===== config.mk =====
export PLATFORM = sky130hd
export DESIGN_NAME = serial_adder_core_flat
export DESIGN_NICKNAME = d
export VERILOG_FILES = /design/src/rtl/serial_adder_pkg.sv /design/src/rtl/serial_adder_if.sv /design/src/rtl/serial_adder_core_full_adder_cell.sv /design/src/rtl/serial_adder_core.sv /design/src/flat_wrapper.sv
export SDC_FILE = /design/constraint.sdc
export NUM_CORES = 1
export LEC_CHECK = 0
export CAP_MARGIN = 30
export CELL_PAD_IN_SITES_DETAIL_PLACEMENT = 0
export CELL_PAD_IN_SITES_GLOBAL_PLACEMENT = 1
export CORE_MARGIN = 3
export CORE_UTILIZATION = 35
export CTS_CLUSTER_DIAMETER = 120
export CTS_CLUSTER_SIZE = 25
export DETAILED_ROUTE_END_ITERATION = 10
export PLACE_DENSITY_LB_ADDON = 0.1
export SETUP_SLACK_MARGIN = 0.4
export SYNTH_ARGS = -nofsm -noshare
export SYNTH_HDL_FRONTEND = slang
export SYNTH_HIERARCHICAL = 1
export SYNTH_SLANG_ARGS = --single-unit

===== constraint.sdc =====
create_clock -name clk -period 1.5 [get_ports clk]
set_input_delay 0.225 -clock clk [delete_from_list [all_inputs] [get_ports clk]]
set_output_delay 0.225 -clock clk [all_outputs]
set_load 0.05 [all_outputs]

===== src/rtl/serial_adder_pkg.sv =====
// Shared types and constants for the bit-serial add/subtract engine.
package serial_adder_pkg;

  typedef enum logic [0:0] {
    IDLE = 1'b0,
    RUN  = 1'b1
  } state_e;

  localparam int MAX_WIDTH = 32;

  // Counter must be able to hold WIDTH itself, hence WIDTH+1.
  function automatic int cnt_width(input int width);
    return $clog2(width + 1);
  endfunction

endpackage


===== src/rtl/serial_adder_if.sv =====
// Operand/result bundle between the tile pins and the serial adder.
// Handshake: start is sampled on a rising edge only while busy=0; done pulses for one
// cycle when sum/cout/ovf update; a start presented during the done cycle is accepted.
interface serial_adder_if #(
  parameter int WIDTH = 8
);
  logic             start;
  logic             sub;
  logic             cin;
  logic [WIDTH-1:0] a;
  logic [WIDTH-1:0] b;
  logic [WIDTH-1:0] sum;
  logic             cout;
  logic             ovf;
  logic             busy;
  logic             done;
  logic [0:0]       state;

  modport master (
    output start, sub, cin, a, b,
    input  sum, cout, ovf, busy, done, state
  );

  modport slave (
    input  start, sub, cin, a, b,
    output sum, cout, ovf, busy, done, state
  );
endinterface


===== src/rtl/serial_adder_core_full_adder_cell.sv =====
// Single combinational full-adder cell, reused every cycle by the serial datapath.
module full_adder_cell (
  input  logic a_i,
  input  logic b_i,
  input  logic ci_i,
  output logic s_o,
  output logic co_o
);
  assign s_o  = a_i ^ b_i ^ ci_i;
  assign co_o = (a_i & b_i) | (a_i & ci_i) | (b_i & ci_i);
endmodule


===== src/rtl/serial_adder_core.sv =====
// Bit-serial WIDTH-bit add/subtract: one full-adder cell iterated LSB-first over WIDTH cycles.
module serial_adder_core
  import serial_adder_pkg::*;
#(
  parameter int WIDTH = 8
) (
  input logic            clk,
  input logic            rst,
  serial_adder_if.slave  bus
);

  localparam int               CNT_W    = cnt_width(WIDTH);
  localparam logic [0:0]       S_IDLE   = 1'(IDLE);
  localparam logic [0:0]       S_RUN    = 1'(RUN);
  localparam logic [CNT_W-1:0] LAST_CNT = CNT_W'(WIDTH - 1);

  logic [0:0]       state_q, state_d;
  logic [WIDTH-1:0] sha_q, sha_d;
  logic [WIDTH-1:0] shb_q, shb_d;
  logic [WIDTH-1:0] res_q, res_d;
  logic             carry_q, carry_d;
  logic [CNT_W-1:0] cnt_q, cnt_d;
  logic [WIDTH-1:0] sum_q, sum_d;
  logic             cout_q, cout_d;
  logic             ovf_q, ovf_d;
  logic             done_q, done_d;

  logic             fa_s, fa_co;
  logic [WIDTH-1:0] res_shift;

  full_adder_cell u_fa (
    .a_i  (sha_q[0]),
    .b_i  (shb_q[0]),
    .ci_i (carry_q),
    .s_o  (fa_s),
    .co_o (fa_co)
  );

  // New bit enters at the MSB so the LSB-first result lands aligned after WIDTH shifts.
  assign res_shift = (res_q >> 1) | (WIDTH'(fa_s) << (WIDTH - 1));

  always_comb begin
    state_d = state_q;
    sha_d   = sha_q;
    shb_d   = shb_q;
    res_d   = res_q;
    carry_d = carry_q;
    cnt_d   = cnt_q;
    sum_d   = sum_q;
    cout_d  = cout_q;
    ovf_d   = ovf_q;
    done_d  = 1'b0;
    case (state_q)
      S_IDLE: begin
        if (bus.start) begin
          state_d = S_RUN;
          sha_d   = bus.a;
          shb_d   = bus.sub ? ~bus.b : bus.b;
          carry_d = bus.sub ? 1'b1 : bus.cin;
          cnt_d   = '0;
        end
      end
      S_RUN: begin
        sha_d   = sha_q >> 1;
        shb_d   = shb_q >> 1;
        carry_d = fa_co;
        res_d   = res_shift;
        cnt_d   = cnt_q + 1'b1;
        // On the last bit carry_q is exactly the carry into the MSB.
        if (cnt_q == LAST_CNT) begin
          state_d = S_IDLE;
          sum_d   = res_shift;
          cout_d  = fa_co;
          ovf_d   = carry_q ^ fa_co;
          done_d  = 1'b1;
        end
      end
      default: state_d = S_IDLE;
    endcase
  end

  always_ff @(posedge clk or posedge rst) begin
    if (rst) begin
      state_q <= S_IDLE;
      sha_q   <= '0;
      shb_q   <= '0;
      res_q   <= '0;
      carry_q <= 1'b0;
      cnt_q   <= '0;
      sum_q   <= '0;
      cout_q  <= 1'b0;
      ovf_q   <= 1'b0;
      done_q  <= 1'b0;
    end else begin
      state_q <= state_d;
      sha_q   <= sha_d;
      shb_q   <= shb_d;
      res_q   <= res_d;
      carry_q <= carry_d;
      cnt_q   <= cnt_d;
      sum_q   <= sum_d;
      cout_q  <= cout_d;
      ovf_q   <= ovf_d;
      done_q  <= done_d;
    end
  end

  assign bus.sum   = sum_q;
  assign bus.cout  = cout_q;
  assign bus.ovf   = ovf_q;
  assign bus.done  = done_q;
  assign bus.busy  = (state_q == S_RUN);
  assign bus.state = state_q;

endmodule


===== src/flat_wrapper.sv =====
// flat-port wrapper written by rule: the top's interface ports become plain ports
module serial_adder_core_flat import serial_adder_pkg::*;
#(
  parameter int WIDTH = 8
)
  (clk, rst, bus_start, bus_sub, bus_cin, bus_a, bus_b, bus_sum, bus_cout, bus_ovf, bus_busy, bus_done, bus_state);
  serial_adder_if #(.WIDTH(WIDTH)) bus_i ();
  input logic clk;
  input logic rst;
  input wire logic [$bits(bus_i.start)-1:0] bus_start;
  input wire logic [$bits(bus_i.sub)-1:0] bus_sub;
  input wire logic [$bits(bus_i.cin)-1:0] bus_cin;
  input wire logic [$bits(bus_i.a)-1:0] bus_a;
  input wire logic [$bits(bus_i.b)-1:0] bus_b;
  output wire logic [$bits(bus_i.sum)-1:0] bus_sum;
  output wire logic [$bits(bus_i.cout)-1:0] bus_cout;
  output wire logic [$bits(bus_i.ovf)-1:0] bus_ovf;
  output wire logic [$bits(bus_i.busy)-1:0] bus_busy;
  output wire logic [$bits(bus_i.done)-1:0] bus_done;
  output wire logic [$bits(bus_i.state)-1:0] bus_state;
  assign bus_i.start = bus_start;
  assign bus_i.sub = bus_sub;
  assign bus_i.cin = bus_cin;
  assign bus_i.a = bus_a;
  assign bus_i.b = bus_b;
  assign bus_sum = bus_i.sum;
  assign bus_cout = bus_i.cout;
  assign bus_ovf = bus_i.ovf;
  assign bus_busy = bus_i.busy;
  assign bus_done = bus_i.done;
  assign bus_state = bus_i.state;
  serial_adder_core #(.WIDTH(WIDTH)) u_core (.clk(clk), .rst(rst), .bus(bus_i));
endmodule

==> summary.txt <==
routed vias: 1281
CP Cell Sequence: ha_4 > nand4b_4 > clkbuf_16 > mux2_4
Worst path slowest cell: dfrtp_1
Finished Layout Cells: 273
GP Congestion: 0.695
syn_nets: 164
initial drt markers: 44
min Tclk post-route: 1.30 ns
cell area after synthesis: 1780 um2
Comb power frac: 53.9%
RSZ-0062 raised after global routing: true
fmax: 0.771 GHz
gr ovfl total: 0
Clock Path Buffers: 2
ratio of cells with drive above 1 in the final layout: 40.8%
n_diodes: 0
max_slew headroom: 83.2%
Top-Level Pins: 34
Clock power frac: 13.1%
critical path peak fanout: 5
post-synth top area share: 56.1%
YS warnings: 6
Die Y-Extent: 77.4 um
clk sinks: 40
HP Class: in2async
drt via density: 4.69
fin crit share: 86.5%
Layout Nets: 228
P per Cell Area: 2050 nW/um2
ANT nets after route: 0
Starting Density: 37.0%
Routed WL per cell: 14.0 um
largest net degree at the start of global routing: 41
first-pass GRT wire length: 6.00 mm
DRC viols: 0
status: complete, no violations
WP data required: 1.68 ns
GRT Total Usage: 12.7%
Worst path max stage delay: 0.40 ns
Slew Viols, Final: 0
commonest non-fill, non-tap cell in the layout: dfrtp_1
sequential area share after synthesis: 56.1%
Sw Share: 36.0%
Clk pin slew, worst setup/hold paths: 0.07 ns
Syn Inst Count: 141
core area: 4820 um2
Switch Pwr: 2.01 mW
Die ar.: 5990 um2
TNS Setup: 0 ns
area leader, netlist: dfrtp_1
Final HPWL DP: 2.48 mm
Leak: 1.26 nW
total wire length: 3.82 mm
PortBufs: 33
Yosys reg bits: 40
Rows: 25
final hold vios: 0
initial antenna violation count: 0
TritonCTS clock tree: built
worst skew pair latency: 0.29 ns
vias in the first global route: 1263
Worst Setup End Kind: register
Total Power: 5.59 mW
Arr. time, crit path: 1.47 ns
Slew @ Worst Pin: 0.251 ns
worst reg-to-reg setup slack: 0.20 ns
Layout fillers: 429
CTS HTree Levels: 2
R2R depth: 4
final setup skew: 0.00601 ns
Peak supply drop: 0.000723 V
root buf cell: clkbuf_8
Reg power frac: 33.1%
Synth area leaders: dfrtp_1 56%, mux2_4 5.9%, mux2_2 5.7%
number of cells after detailed placement: 240
P_int: 3.58 mW
P&R area growth vs syn: 52.9%
Startpoint Class: register
Setup-failing EPs final: 0
DRT Pass-1 Iters: 4
Syn Area/Cell: 12.7 um2
critical path class: reg2reg
max-cap viol count: 0
commonest cells after routing, fill and taps aside: 39 x dfrtp_1, 21 x buf_4, 19 x clkdlybuf4s50_1
Worst R2R End: u_core/bus.sum[2]
Unique masters post-synth: 26
FF-to-FF Start: u_core/cnt_q[0]
CTS Buf Count: 5
Chip Width: 77.4 um
worst max path at each step:
stage / from / to / slack [ns]
3_5_place_dp: bus_start / u_core/sha_q[6] / 0.07
2_1_floorplan: u_core/bus.busy / u_core/bus.sum[0] / 0.14
4_1_cts: u_core/shb_q[0] / u_core/bus.sum[7] / 0.21
6_report: u_core/cnt_q[0] / u_core/bus.sum[2] / 0.20
3_3_place_gp: bus_start / u_core/sha_q[6] / 0.11
5_1_grt: u_core/cnt_q[1] / u_core/bus.sum[4] / 0.16
power by group through the flow:
stage	clock network, mW	registers (mW)	logic [mW]
6_report	0.730	1.85	3.01
5_1_grt	0.806	1.90	3.21
4_1_cts	0.753	1.83	2.52
3_5_place_dp	0	1.88	2.11
3_3_place_gp	0	1.86	2.06
2_1_floorplan	0	2.20	1.12
sequential cells by signal, indices dropped and copies added (netlist names):
| signal | flops |
|---|---|
| u_core/res_q | 7 |
| u_core/cnt_q | 4 |
| u_core/bus.cout | 1 |
| u_core/carry_q | 1 |
| u_core/bus.busy | 1 |
| u_core/shb_q | 8 |
| u_core/bus.ovf | 1 |
| u_core/bus.done | 1 |
| u_core/sha_q | 8 |
| u_core/bus.sum | 8 |
critical path: cells and delay by family (launching register included):
family / cells / cell delay (ns)
flops: 1 / 0.40
mux: 1 / 0.29
simple gates: 1 / 0.14
fa+ha+maj: 1 / 0.17
buf+inv: 1 / 0.20
metal layers:
layer	vias to the layer above	track usage [%]	share of wire [%]
met5	-	0	0
met4	0	4.80	1.2
met3	4	4.18	4.1
met2	28	20.0	51
met1	633	16.3	44
li1	616	-	-
synthesized netlist by cell type, drive strengths merged:
master  count
nand4       1
fa          1
clkbuf      2
a211oi      1
buf         8
o31ai       1
nand2       9
o21ai      16
xor2        1
a22oi       2
mux2i       9
ha          1
nand3       1
nor2        5
nand4b      1
inv         2
mux2       16
xnor2       9
a22o        2
nand2b      2
dfrtp      40
nor3b       6
a21oi       5
area by class of cell:
| type | instances | area, um2 | share of cell area (%) |
|---|---|---|---|
| Sequential cell | 40 | 1000 | 36.7 |
| Multi-Input combinational cell | 89 | 781 | 28.6 |
| Timing Repair Buffer | 67 | 754 | 27.7 |
| Clock buffer | 8 | 90.1 | 3.30 |
| Tap cell | 67 | 83.8 | 3.07 |
| Inverter | 2 | 16.3 | 0.596 |
timing repair:
action | 4_1_cts | 5_1_grt
hold endpoints to repair | 0 | 0
setup buffers | 11 | 10
endpoints found under the setup margin | 36 | 41
gates resized for setup | 20 | 27
hold buffers | 0 | 0
pin swaps | 3 | 8
gates cloned | 0 | 4
per-stage QoR:
step / instance area [um2] / setup WS (ns) / util, % / hold slack (ns)
after global placement: 2230 / 0.113 / 46.4 / 0.466
after floorplan: 1800 / 0.142 / - / 0.204
after CTS: 2500 / 0.209 / 51.8 / 0.327
after detailed placement: 2230 / 0.0685 / 46.4 / 0.483
final: 2730 / 0.203 / 56.6 / 0.322
after global routing: 2730 / 0.157 / 56.6 / 0.337
cell families after synthesis:
logic type / after synthesis / synth area share, %
flops: 40 / 56.1
compound gates: 27 / 8.56
mux: 25 / 16.6
simple gates: 25 / 8.13
buf+inv: 12 / 3.86
xor+xnor: 10 / 4.91
fa+ha+maj: 2 / 1.82
No activity file was read; power rests on OpenSTA's default activity.
